File: config.mk
export PLATFORM = sky130hd
export DESIGN_NAME = layered_pixel_gen
export DESIGN_NICKNAME = d
export VERILOG_FILES = /design/src/rtl/pixgen_pkg.sv /design/src/rtl/sprite_hit_unit.sv /design/src/rtl/layered_pixel_gen.sv
export SDC_FILE = /design/constraint.sdc
export NUM_CORES = 1
export LEC_CHECK = 0
export ABC_AREA = 1
export BUFFER_PORTS_ARGS = -buffer_cell sky130_fd_sc_hd__buf_2
export CELL_PAD_IN_SITES_DETAIL_PLACEMENT = 1
export CELL_PAD_IN_SITES_GLOBAL_PLACEMENT = 2
export CORE_MARGIN = 2
export CORE_UTILIZATION = 36
export CTS_BUF_LIST = sky130_fd_sc_hd__clkbuf_4 sky130_fd_sc_hd__clkbuf_8
export DETAILED_ROUTE_END_ITERATION = 10
export GPL_ROUTABILITY_DRIVEN = 0
export PLACE_DENSITY = 0.94
export SYNTH_ARGS = -nofsm -noshare
export SYNTH_HDL_FRONTEND = slang
export SYNTH_SLANG_ARGS = --single-unit
File: constraint.sdc
create_clock -name sys_clk -period 8.5 [get_ports sys_clk]
set_input_delay 1.275 -clock sys_clk [delete_from_list [all_inputs] [get_ports sys_clk]]
set_output_delay 1.275 -clock sys_clk [all_outputs]
set_load 0.02 [all_outputs]
File: src/rtl/pixgen_pkg.sv
// Shared colours, pipeline latency and the rectangle-hit rule for layered_pixel_gen.
package pixgen_pkg;

  localparam logic [11:0] BLACK   = 12'h000;
  localparam logic [11:0] WHITE   = 12'hFFF;
  localparam logic [11:0] RED     = 12'hF00;
  localparam logic [11:0] GREEN   = 12'h0F0;
  localparam logic [11:0] BLUE    = 12'h00F;
  localparam logic [11:0] MAGENTA = 12'hF0F;

  localparam logic [11:0] TRANSPARENT_KEY = MAGENTA;
  localparam logic [11:0] BG_COLOR        = WHITE;

  localparam int PIXGEN_LATENCY = 3;
  localparam int COORD_W        = 16;

  // lo+size is formed one bit wider than the coordinates, so a span at the
  // far edge of the screen never wraps back to coordinate 0.
  function automatic logic in_span(input logic [COORD_W-1:0] p,
                                   input logic [COORD_W-1:0] lo,
                                   input logic [COORD_W-1:0] size);
    logic [COORD_W:0] hi;
    hi = {1'b0, lo} + {1'b0, size};
    return ({1'b0, p} >= {1'b0, lo}) && ({1'b0, p} < hi);
  endfunction

endpackage

File: src/rtl/sprite_hit_unit.sv
// One sprite layer: frame-start shadow of position/enable, stage-1 hit + ROM address,
// stage-2 hit delay. PIXGEN_FLIP_EN adds a shadowed horizontal-mirror control.
module sprite_hit_unit
  import pixgen_pkg::*;
#(
  parameter int SCREEN_WIDTH = 10,
  parameter int CHAR_WIDTH_X = 32,
  parameter int CHAR_WIDTH_Y = 32,
  parameter int SPR_ADDR_W   = 10
) (
  input  logic                    clk_i,
  input  logic                    rst_i,
  input  logic                    frame_start_i,
  input  logic [SCREEN_WIDTH-1:0] x_i,
  input  logic [SCREEN_WIDTH-1:0] y_i,
  input  logic [SCREEN_WIDTH-1:0] spr_x_i,
  input  logic [SCREEN_WIDTH-1:0] spr_y_i,
  input  logic                    spr_en_i,
`ifdef PIXGEN_FLIP_EN
  input  logic                    spr_flip_i,
`endif
  output logic [SPR_ADDR_W-1:0]   addr_o,
  output logic                    hit2_o
);

  logic [SCREEN_WIDTH-1:0] sx_q, sy_q;
  logic                    en_q;
  logic                    hit1_d, hit1_q, hit2_q;
  logic [SPR_ADDR_W-1:0]   addr_d, addr_q;
  logic [SCREEN_WIDTH-1:0] dx, dy;
  logic [SPR_ADDR_W-1:0]   row, col;
`ifdef PIXGEN_FLIP_EN
  logic                    flip_q;
`endif

  always_comb begin
    dx  = x_i - sx_q;
    dy  = y_i - sy_q;
    row = SPR_ADDR_W'(dy);
    col = SPR_ADDR_W'(dx);
`ifdef PIXGEN_FLIP_EN
    if (flip_q) col = SPR_ADDR_W'(CHAR_WIDTH_X - 1) - col;
`endif
    hit1_d = en_q
          && in_span(COORD_W'(x_i), COORD_W'(sx_q), COORD_W'(CHAR_WIDTH_X))
          && in_span(COORD_W'(y_i), COORD_W'(sy_q), COORD_W'(CHAR_WIDTH_Y));
    addr_d = hit1_d ? (row * SPR_ADDR_W'(CHAR_WIDTH_X) + col) : '0;
  end

  always_ff @(posedge clk_i) begin
    if (rst_i) begin
      sx_q   <= '0;
      sy_q   <= '0;
      en_q   <= 1'b0;
`ifdef PIXGEN_FLIP_EN
      flip_q <= 1'b0;
`endif
      hit1_q <= 1'b0;
      hit2_q <= 1'b0;
      addr_q <= '0;
    end else begin
      if (frame_start_i) begin
        sx_q   <= spr_x_i;
        sy_q   <= spr_y_i;
        en_q   <= spr_en_i;
`ifdef PIXGEN_FLIP_EN
        flip_q <= spr_flip_i;
`endif
      end
      hit1_q <= hit1_d;
      addr_q <= addr_d;
      hit2_q <= hit1_q;
    end
  end

  assign addr_o = addr_q;
  assign hit2_o = hit2_q;

endmodule

File: src/rtl/layered_pixel_gen.sv
// Composites N_SPRITES sprite layers, a fixed map window and a background colour
// into a 3-cycle-latency RGB stream. Optional PIXGEN_FLIP_EN adds per-sprite mirroring.
module layered_pixel_gen
  import pixgen_pkg::*;
#(
  parameter int N_SPRITES    = 4,
  parameter int PIXEL_WIDTH  = 12,
  parameter int SCREEN_WIDTH = 10,
  parameter int CHAR_WIDTH_X = 32,
  parameter int CHAR_WIDTH_Y = 32,
  parameter int SPR_ADDR_W   = 10,
  parameter int MAP_X_OFFSET = 270,
  parameter int MAP_Y_OFFSET = 50,
  parameter int MAP_WIDTH_X  = 100,
  parameter int MAP_WIDTH_Y  = 100,
  parameter int MAP_ADDR_W   = 14,
  parameter logic [PIXEL_WIDTH-1:0] TRANSPARENT_KEY = PIXEL_WIDTH'(pixgen_pkg::TRANSPARENT_KEY),
  parameter logic [PIXEL_WIDTH-1:0] BG_COLOR        = PIXEL_WIDTH'(pixgen_pkg::BG_COLOR)
) (
  input  logic                              sys_clk,
  input  logic                              sys_rst,
  input  logic                              video_on,
  input  logic                              hsync_in,
  input  logic                              vsync_in,
  input  logic                              frame_start,
  input  logic [SCREEN_WIDTH-1:0]           x,
  input  logic [SCREEN_WIDTH-1:0]           y,
  input  logic [N_SPRITES*SCREEN_WIDTH-1:0] spr_x,
  input  logic [N_SPRITES*SCREEN_WIDTH-1:0] spr_y,
  input  logic [N_SPRITES-1:0]              spr_en,
`ifdef PIXGEN_FLIP_EN
  input  logic [N_SPRITES-1:0]              spr_flip,
`endif
  output logic [N_SPRITES*SPR_ADDR_W-1:0]   spr_addr,
  input  logic [N_SPRITES*PIXEL_WIDTH-1:0]  spr_data,
  output logic [MAP_ADDR_W-1:0]             map_addr,
  input  logic [PIXEL_WIDTH-1:0]            map_data,
  output logic [PIXEL_WIDTH-1:0]            rgb,
  output logic                              hsync_out,
  output logic                              vsync_out,
  output logic                              video_on_out
);

  localparam int LAT = PIXGEN_LATENCY;

  logic [N_SPRITES-1:0]    hit2;
  logic                    map_hit1_d, map_hit1_q, map_hit2_q;
  logic [MAP_ADDR_W-1:0]   map_addr_d, map_addr_q;
  logic [SCREEN_WIDTH-1:0] mdx, mdy;
  logic [LAT-1:0]          von_pipe_q, hs_pipe_q, vs_pipe_q;
  logic [PIXEL_WIDTH-1:0]  rgb_d, rgb_q;

  for (genvar g = 0; g < N_SPRITES; g++) begin : g_spr
    sprite_hit_unit #(
      .SCREEN_WIDTH(SCREEN_WIDTH),
      .CHAR_WIDTH_X(CHAR_WIDTH_X),
      .CHAR_WIDTH_Y(CHAR_WIDTH_Y),
      .SPR_ADDR_W  (SPR_ADDR_W)
    ) u_hit (
      .clk_i        (sys_clk),
      .rst_i        (sys_rst),
      .frame_start_i(frame_start),
      .x_i          (x),
      .y_i          (y),
      .spr_x_i      (spr_x[g*SCREEN_WIDTH +: SCREEN_WIDTH]),
      .spr_y_i      (spr_y[g*SCREEN_WIDTH +: SCREEN_WIDTH]),
      .spr_en_i     (spr_en[g]),
`ifdef PIXGEN_FLIP_EN
      .spr_flip_i   (spr_flip[g]),
`endif
      .addr_o       (spr_addr[g*SPR_ADDR_W +: SPR_ADDR_W]),
      .hit2_o       (hit2[g])
    );
  end

  always_comb begin
    mdx        = x - SCREEN_WIDTH'(MAP_X_OFFSET);
    mdy        = y - SCREEN_WIDTH'(MAP_Y_OFFSET);
    map_hit1_d = in_span(COORD_W'(x), COORD_W'(MAP_X_OFFSET), COORD_W'(MAP_WIDTH_X))
              && in_span(COORD_W'(y), COORD_W'(MAP_Y_OFFSET), COORD_W'(MAP_WIDTH_Y));
    map_addr_d = map_hit1_d
               ? MAP_ADDR_W'(mdy) * MAP_ADDR_W'(MAP_WIDTH_X) + MAP_ADDR_W'(mdx)
               : '0;
  end

  // Walk sprites from lowest priority up so the lowest opaque index wins.
  always_comb begin
    rgb_d = BG_COLOR;
    if (map_hit2_q) rgb_d = map_data;
    for (int i = N_SPRITES - 1; i >= 0; i--) begin
      if (hit2[i] && spr_data[i*PIXEL_WIDTH +: PIXEL_WIDTH] != TRANSPARENT_KEY)
        rgb_d = spr_data[i*PIXEL_WIDTH +: PIXEL_WIDTH];
    end
    if (!von_pipe_q[LAT-2]) rgb_d = '0;
  end

  always_ff @(posedge sys_clk) begin
    if (sys_rst) begin
      map_hit1_q <= 1'b0;
      map_hit2_q <= 1'b0;
      map_addr_q <= '0;
      von_pipe_q <= '0;
      hs_pipe_q  <= '0;
      vs_pipe_q  <= '0;
      rgb_q      <= '0;
    end else begin
      map_hit1_q <= map_hit1_d;
      map_addr_q <= map_addr_d;
      map_hit2_q <= map_hit1_q;
      von_pipe_q <= {von_pipe_q[LAT-2:0], video_on};
      hs_pipe_q  <= {hs_pipe_q[LAT-2:0], hsync_in};
      vs_pipe_q  <= {vs_pipe_q[LAT-2:0], vsync_in};
      rgb_q      <= rgb_d;
    end
  end

  assign map_addr     = map_addr_q;
  assign rgb          = rgb_q;
  assign video_on_out = von_pipe_q[LAT-1];
  assign hsync_out    = hs_pipe_q[LAT-1];
  assign vsync_out    = vs_pipe_q[LAT-1];

endmodule

Word level (Yosys, flattened, before mapping)
Index checks and enable logic that the tools add are counted.
Widths: inputs -> output; s select.
- logic and storage cells: 119
- ROM bits: 0
- input bits: 170
- bits in latches: 0
- memories kept: 0
- output and inout bits: 69
- register bits: 169
- bits in writable memories: 0
- shifts and indexed selects: 0
- bitwise logic cells: 6
- reductions and logical operators: 29
- mux-type cells: 5
- $lt $le $gt $ge: 20
- multiply operators: 1
- divide/modulo/power cells: 0
- equality and inequality tests: 4
- add/sub/neg operators: 23
- operator list (cell ; count):
    $add 10x6->11 const B ; 8
    $ge 10x10->1 ; 8
    $lt 10x17->1 ; 4
    $mux 12 ; 5
    $ne 12x12->1 const B ; 4
    $lt 10x11->1 ; 4
    $add 10x10->10 ; 4
    $sub 10x10->10 ; 4
    $logic_and 1x1->1 ; 23
    $sub 5x5->5 ; 4
    $add 14x10->14 ; 1
    $mul 10x5->12 const B ; 1
    $reduce_or 2->1 ; 6
    $ge 10x6->1 const B ; 1
    $ge 10x9->1 const B ; 1
    $lt 10x8->1 const B ; 1
    $lt 10x9->1 const B ; 1
    $sub 10x6->10 const B ; 1
    $sub 10x9->10 const B ; 1
    $not 1->1 ; 6

Depth between registers and ports, before layout
- depth in word-level cells: 7
- mapped depth: 22
- mapped depth without buffers: 22

Hierarchy
Synthesis repeated with hierarchy kept, for this count alone.
- cells, all modules: 1972
- area total of the unflattened synthesis: 14119.8 sq um
- modules (own cells, without submodules) (module ; cells each ; times used ; sequential area each (sq um) ; area an instance (sq um)):
    sprite_hit_unit (g_spr[0].u_hit ...) ; 371 ; 2 ; 660.6 ; 2726.4
    layered_pixel_gen ; 520 ; 1 ; 740.7 ; 3379.5
    sprite_hit_unit (g_spr[1].u_hit) ; 356 ; 1 ; 660.6 ; 2656.3
    sprite_hit_unit (g_spr[2].u_hit) ; 354 ; 1 ; 660.6 ; 2631.3

Least setup slack after synthesis
No wires, ideal clock.
- kind: input port to flip-flop
- start point: input y[1]
- end point: register map_addr_q[13] (netlist: map_addr[13])
- setup time: 0.115 ns
- cell stages on the path: 20
- data arrival time: 4.448 ns
- path buffers: 0
- path slack: 3.937 ns
- required time: 8.385 ns
- cells stage by stage: inv_1 -> ha_1 -> xor2_1 -> ha_1 -> ha_1 -> fa_1 -> ha_1 -> xnor2_1 -> ha_1 -> nand2_1 -> nor3_1 -> nand2_1 -> nand2_1 -> nand2_1 -> nand2_1 -> nand2_1 -> nor2_1 -> nand3_1 -> nand2_1 -> nor2_1
- longest elaborated chain between the ends: 5
- elaborated cells between the ends (all ways): 9
- those cells by class: 2 x add/sub; 1 x mul; 2 x order compare; 1 x bitwise; 3 x reduce/logical
- ends and longest elaborated chain (element ; line ; source):
    from (decl) ; layered_pixel_gen.sv:27 ; input logic [SCREEN_WIDTH-1:0] y,
    parallel branches: the longest is 5 deep, another holds $add 14x10->14 ; n/a ;
    to (signal assigned) ; layered_pixel_gen.sv:108 ; map_addr_q <= map_addr_d;
    to (decl) ; layered_pixel_gen.sv:48 ; logic [MAP_ADDR_W-1:0] map_addr_d, map_addr_q;
Parallel ways; which one is timed is not known.
A chain may end at the register's enable or synchronous reset.

Worst setup path after layout
Ends and elaborated chain as after synthesis.

==> reports/summary.txt <==
Status = finished clean
Post-CTS Resized = 0
CTS root buf = clkbuf_8
Max Fclk = 0.1994 GHz
Largest net degree at the start of global routing = 82
Worst slew margin = 46.32%
Post-CTS setup-driven buffer insertion count = 0
Die area = 39000 um2
CTS Buffer Depth = 2
Global route overflow = 0
Vias in the first global route = 13.19k
Wire per inst = 17.85 um
Final WL = 44310 um
Initial Utilization = 36.72%
Post-synthesis register bit count = 169
Unrepaired setup endpoints after global routing = false
Share of cells above drive strength 1 = 17.07%
Synth cell types = 48
Via count = 12.63k
Ys async rst share = 0%
Leak = 7.597 nW
Antenna Cells = 0
Core ar. = 36700 um2
Net count after synthesis = 2198
Most frequent cells in the layout = inv_1 (273), nand2_1 (250), buf_2 (238), ha_1 (194), a21oi_1 (181)
Post-synth EDFFs = 0
DP Worst Slack = 2.934 ns
Crit Path Max Fanout = 13
Port bufs = 238
Setup tns final = 0 ns
TritonCTS clock tree = done
Initial antenna violation count = 1
DRC viols = 0
# placed instances = 2451
Fill cell count = 4643
Htree depth = 4
Clk slew on worst S/H paths = 0.09 ns
CTS Buf Count = 17
WP data arrival = 5.42 ns
Commonest non-fill, non-tap cell in the layout = inv_1
First-pass GRT wire length = 69790 um
Final-report hold violation count = 0
Layout overhead on the synthesized area = 14.51%
Max-cap violations = 0
Die X = 197.5 um
VDD IR max = 0.0001158 V
Setup violations, final = 0
HPWL Detailed = 35230 um
Final Non-Filler Cells = 2483
Row cnt = 70
Vias/cell = 5.085
Worst Tran Pin Value = 0.8027 ns
1st-iter DRT viols = 491
Hold/Removal Path Class = register to register
Syn Std Cell Area = 13480 um2
Post-synthesis sequential area ratio = 25.10%
Fin crit period = 5.014 ns
Top_reg_cell synth = dfxtp_1
Die Y = 197.5 um
Clock Latency Late Sink = 0.51 ns
DRT Pass-1 Iters = 4
Post-Syn Instances = 1788
Smallest setup slack after layout = 3.486 ns
Tot GR Track Use = 23.02%
Worst path required time = 8.90 ns
Crit. End Element = register
Hold Buf Count CTS = 0
Final net count = 2412
Startpoint types = input port
Clock skew = 0.01672 ns
Setup CP Type = input port to register
Final slew viol count = 0
Mean post-synth cell area = 7.537 um2
Pwr dens = 166.4 nW/um2
Tcrit/Tclk final = 58.99%
Ports = 239
Post-route ant nets = 0
Synth Warn # = 0
Clock Sinks = 169
-- path summary, 6_finish.rpt --
| kind | start | endpoint | slack (ns) | cells after the start |
|---|---|---|---|---|
| max | y[1] | map_addr[13] | 3.49 | 21 |
| min reg2reg | vs_pipe_q[1] | vs_pipe_q[2] | 0.41 | 2 |
| min | vs_pipe_q[1] | vs_pipe_q[2] | 0.41 | 2 |
| max reg2reg | g_spr[3].u_hit.sy_q[2] | g_spr[3].u_hit.addr_o[9] | 5.26 | 14 |
-- cells in the mapped netlist, types with 2 or more instances --
cell      instances  area, um2
a211oi_1          6      45.04
a21oi_1         181      905.9
a31oi_1           2      12.51
and3_1            2      12.51
buf_1             2      7.510
buf_2             7      35.03
buf_4             3      22.52
buf_6             2      22.52
clkbuf_1         30      112.6
dfxtp_1         169       3383
fa_1             46      920.9
ha_1            194       2427
inv_1           275       1032
inv_2             6      22.52
nand2_1         250      938.4
nand2_2           6      37.54
nand3_1          86      430.4
nand3_2           5      50.05
nand3b_1         15      112.6
nand4_1          37      231.5
nor2_1          136      510.5
nor2_2           31      193.9
nor2_4            2      22.52
nor3_1           10      50.05
nor3_2            8      80.08
nor3b_1           5      37.54
nor3b_2           2      25.02
nor4_1           12      75.07
o211ai_1          4      30.03
o21a_1           12      90.09
o21ai_0         122      610.6
o21ai_1          10      50.05
o21bai_1          3      22.52
o311ai_0          2      17.52
o31ai_1           8      60.06
or2_2             5      31.28
xnor2_1          22      192.7
xor2_1           60      525.5
-- worst max-delay path, cell delays in order --
cell     delay, ns
buf_2         0.39
inv_1         0.20
ha_1          0.29
xor2_1        0.27
ha_1          0.29
ha_1          0.30
fa_1          0.46
ha_1          0.39
xnor2_1       0.16
ha_1          0.33
nand2_1       0.09
nor3_1        0.15
nand2_1       0.08
nand2_1       0.10
nand2_1       0.08
nand2_1       0.12
nand2_1       0.07
nor2_1        0.16
nand3_1       0.09
nand2_1       0.06
nor2_1        0.04
-- layout make-up --
cell class              instances  area [um2]  area share, %
flip-flops and latches        169        3383          21.92
multi-input cells            1292        8830          57.22
inverters                     282        1061          6.875
clock buffers                  23       297.8          1.930
repair buffers                240        1206          7.816
well taps                     468       585.6          3.794
clock inverters                 9       68.82         0.4459
-- cells by family after synthesis --
group,synth area share (%)
fa+ha+maj,24.84
buf+inv,9.377
flops,25.10
compound gates,14.03
simple gates,21.20
xor+xnor,5.450
-- metrics by stage --
stage	utilization [%]	power, mW	cell area (um2)	hold slack, ns
3_5_place_dp	41.05	2.019	15070	0.4032
2_1_floorplan	-	1.691	13480	0.3883
5_1_grt	42.05	2.792	15430	0.4335
3_3_place_gp	41.05	1.963	15070	0.3920
4_1_cts	42.05	2.592	15430	0.4163
6_report	42.05	2.568	15430	0.4127
-- flip-flops by register name, summed over array words and instances (netlist names), 3 cells and up --
name,cells
g_spr.u_hit.hit2_o,4
vs_pipe_q,3
g_spr.u_hit.hit1_q,4
g_spr.u_hit.sx_q,40
g_spr.u_hit.en_q,4
g_spr.u_hit.addr_o,40
hs_pipe_q,3
rgb,12
g_spr.u_hit.sy_q,40
von_pipe_q,3
map_addr,14
-- metal layers --
metal,routed length [um],track usage (%),part of all wire (%)
met5,15,0,0.034
met4,897,6.349,2.0
met3,1847,3.346,4.2
met2,21180,40.02,48
met1,20370,29.66,46
-- power by group --
| part | switching [mW] | internal [mW] | leakage (nW) |
|---|---|---|---|
| registers | 0.0229 | 0.825 | 1.39 |
| logic | 0.720 | 0.434 | 6.04 |
| clock network | 0.330 | 0.236 | 0.175 |
(Power assumes the default switching activity.)
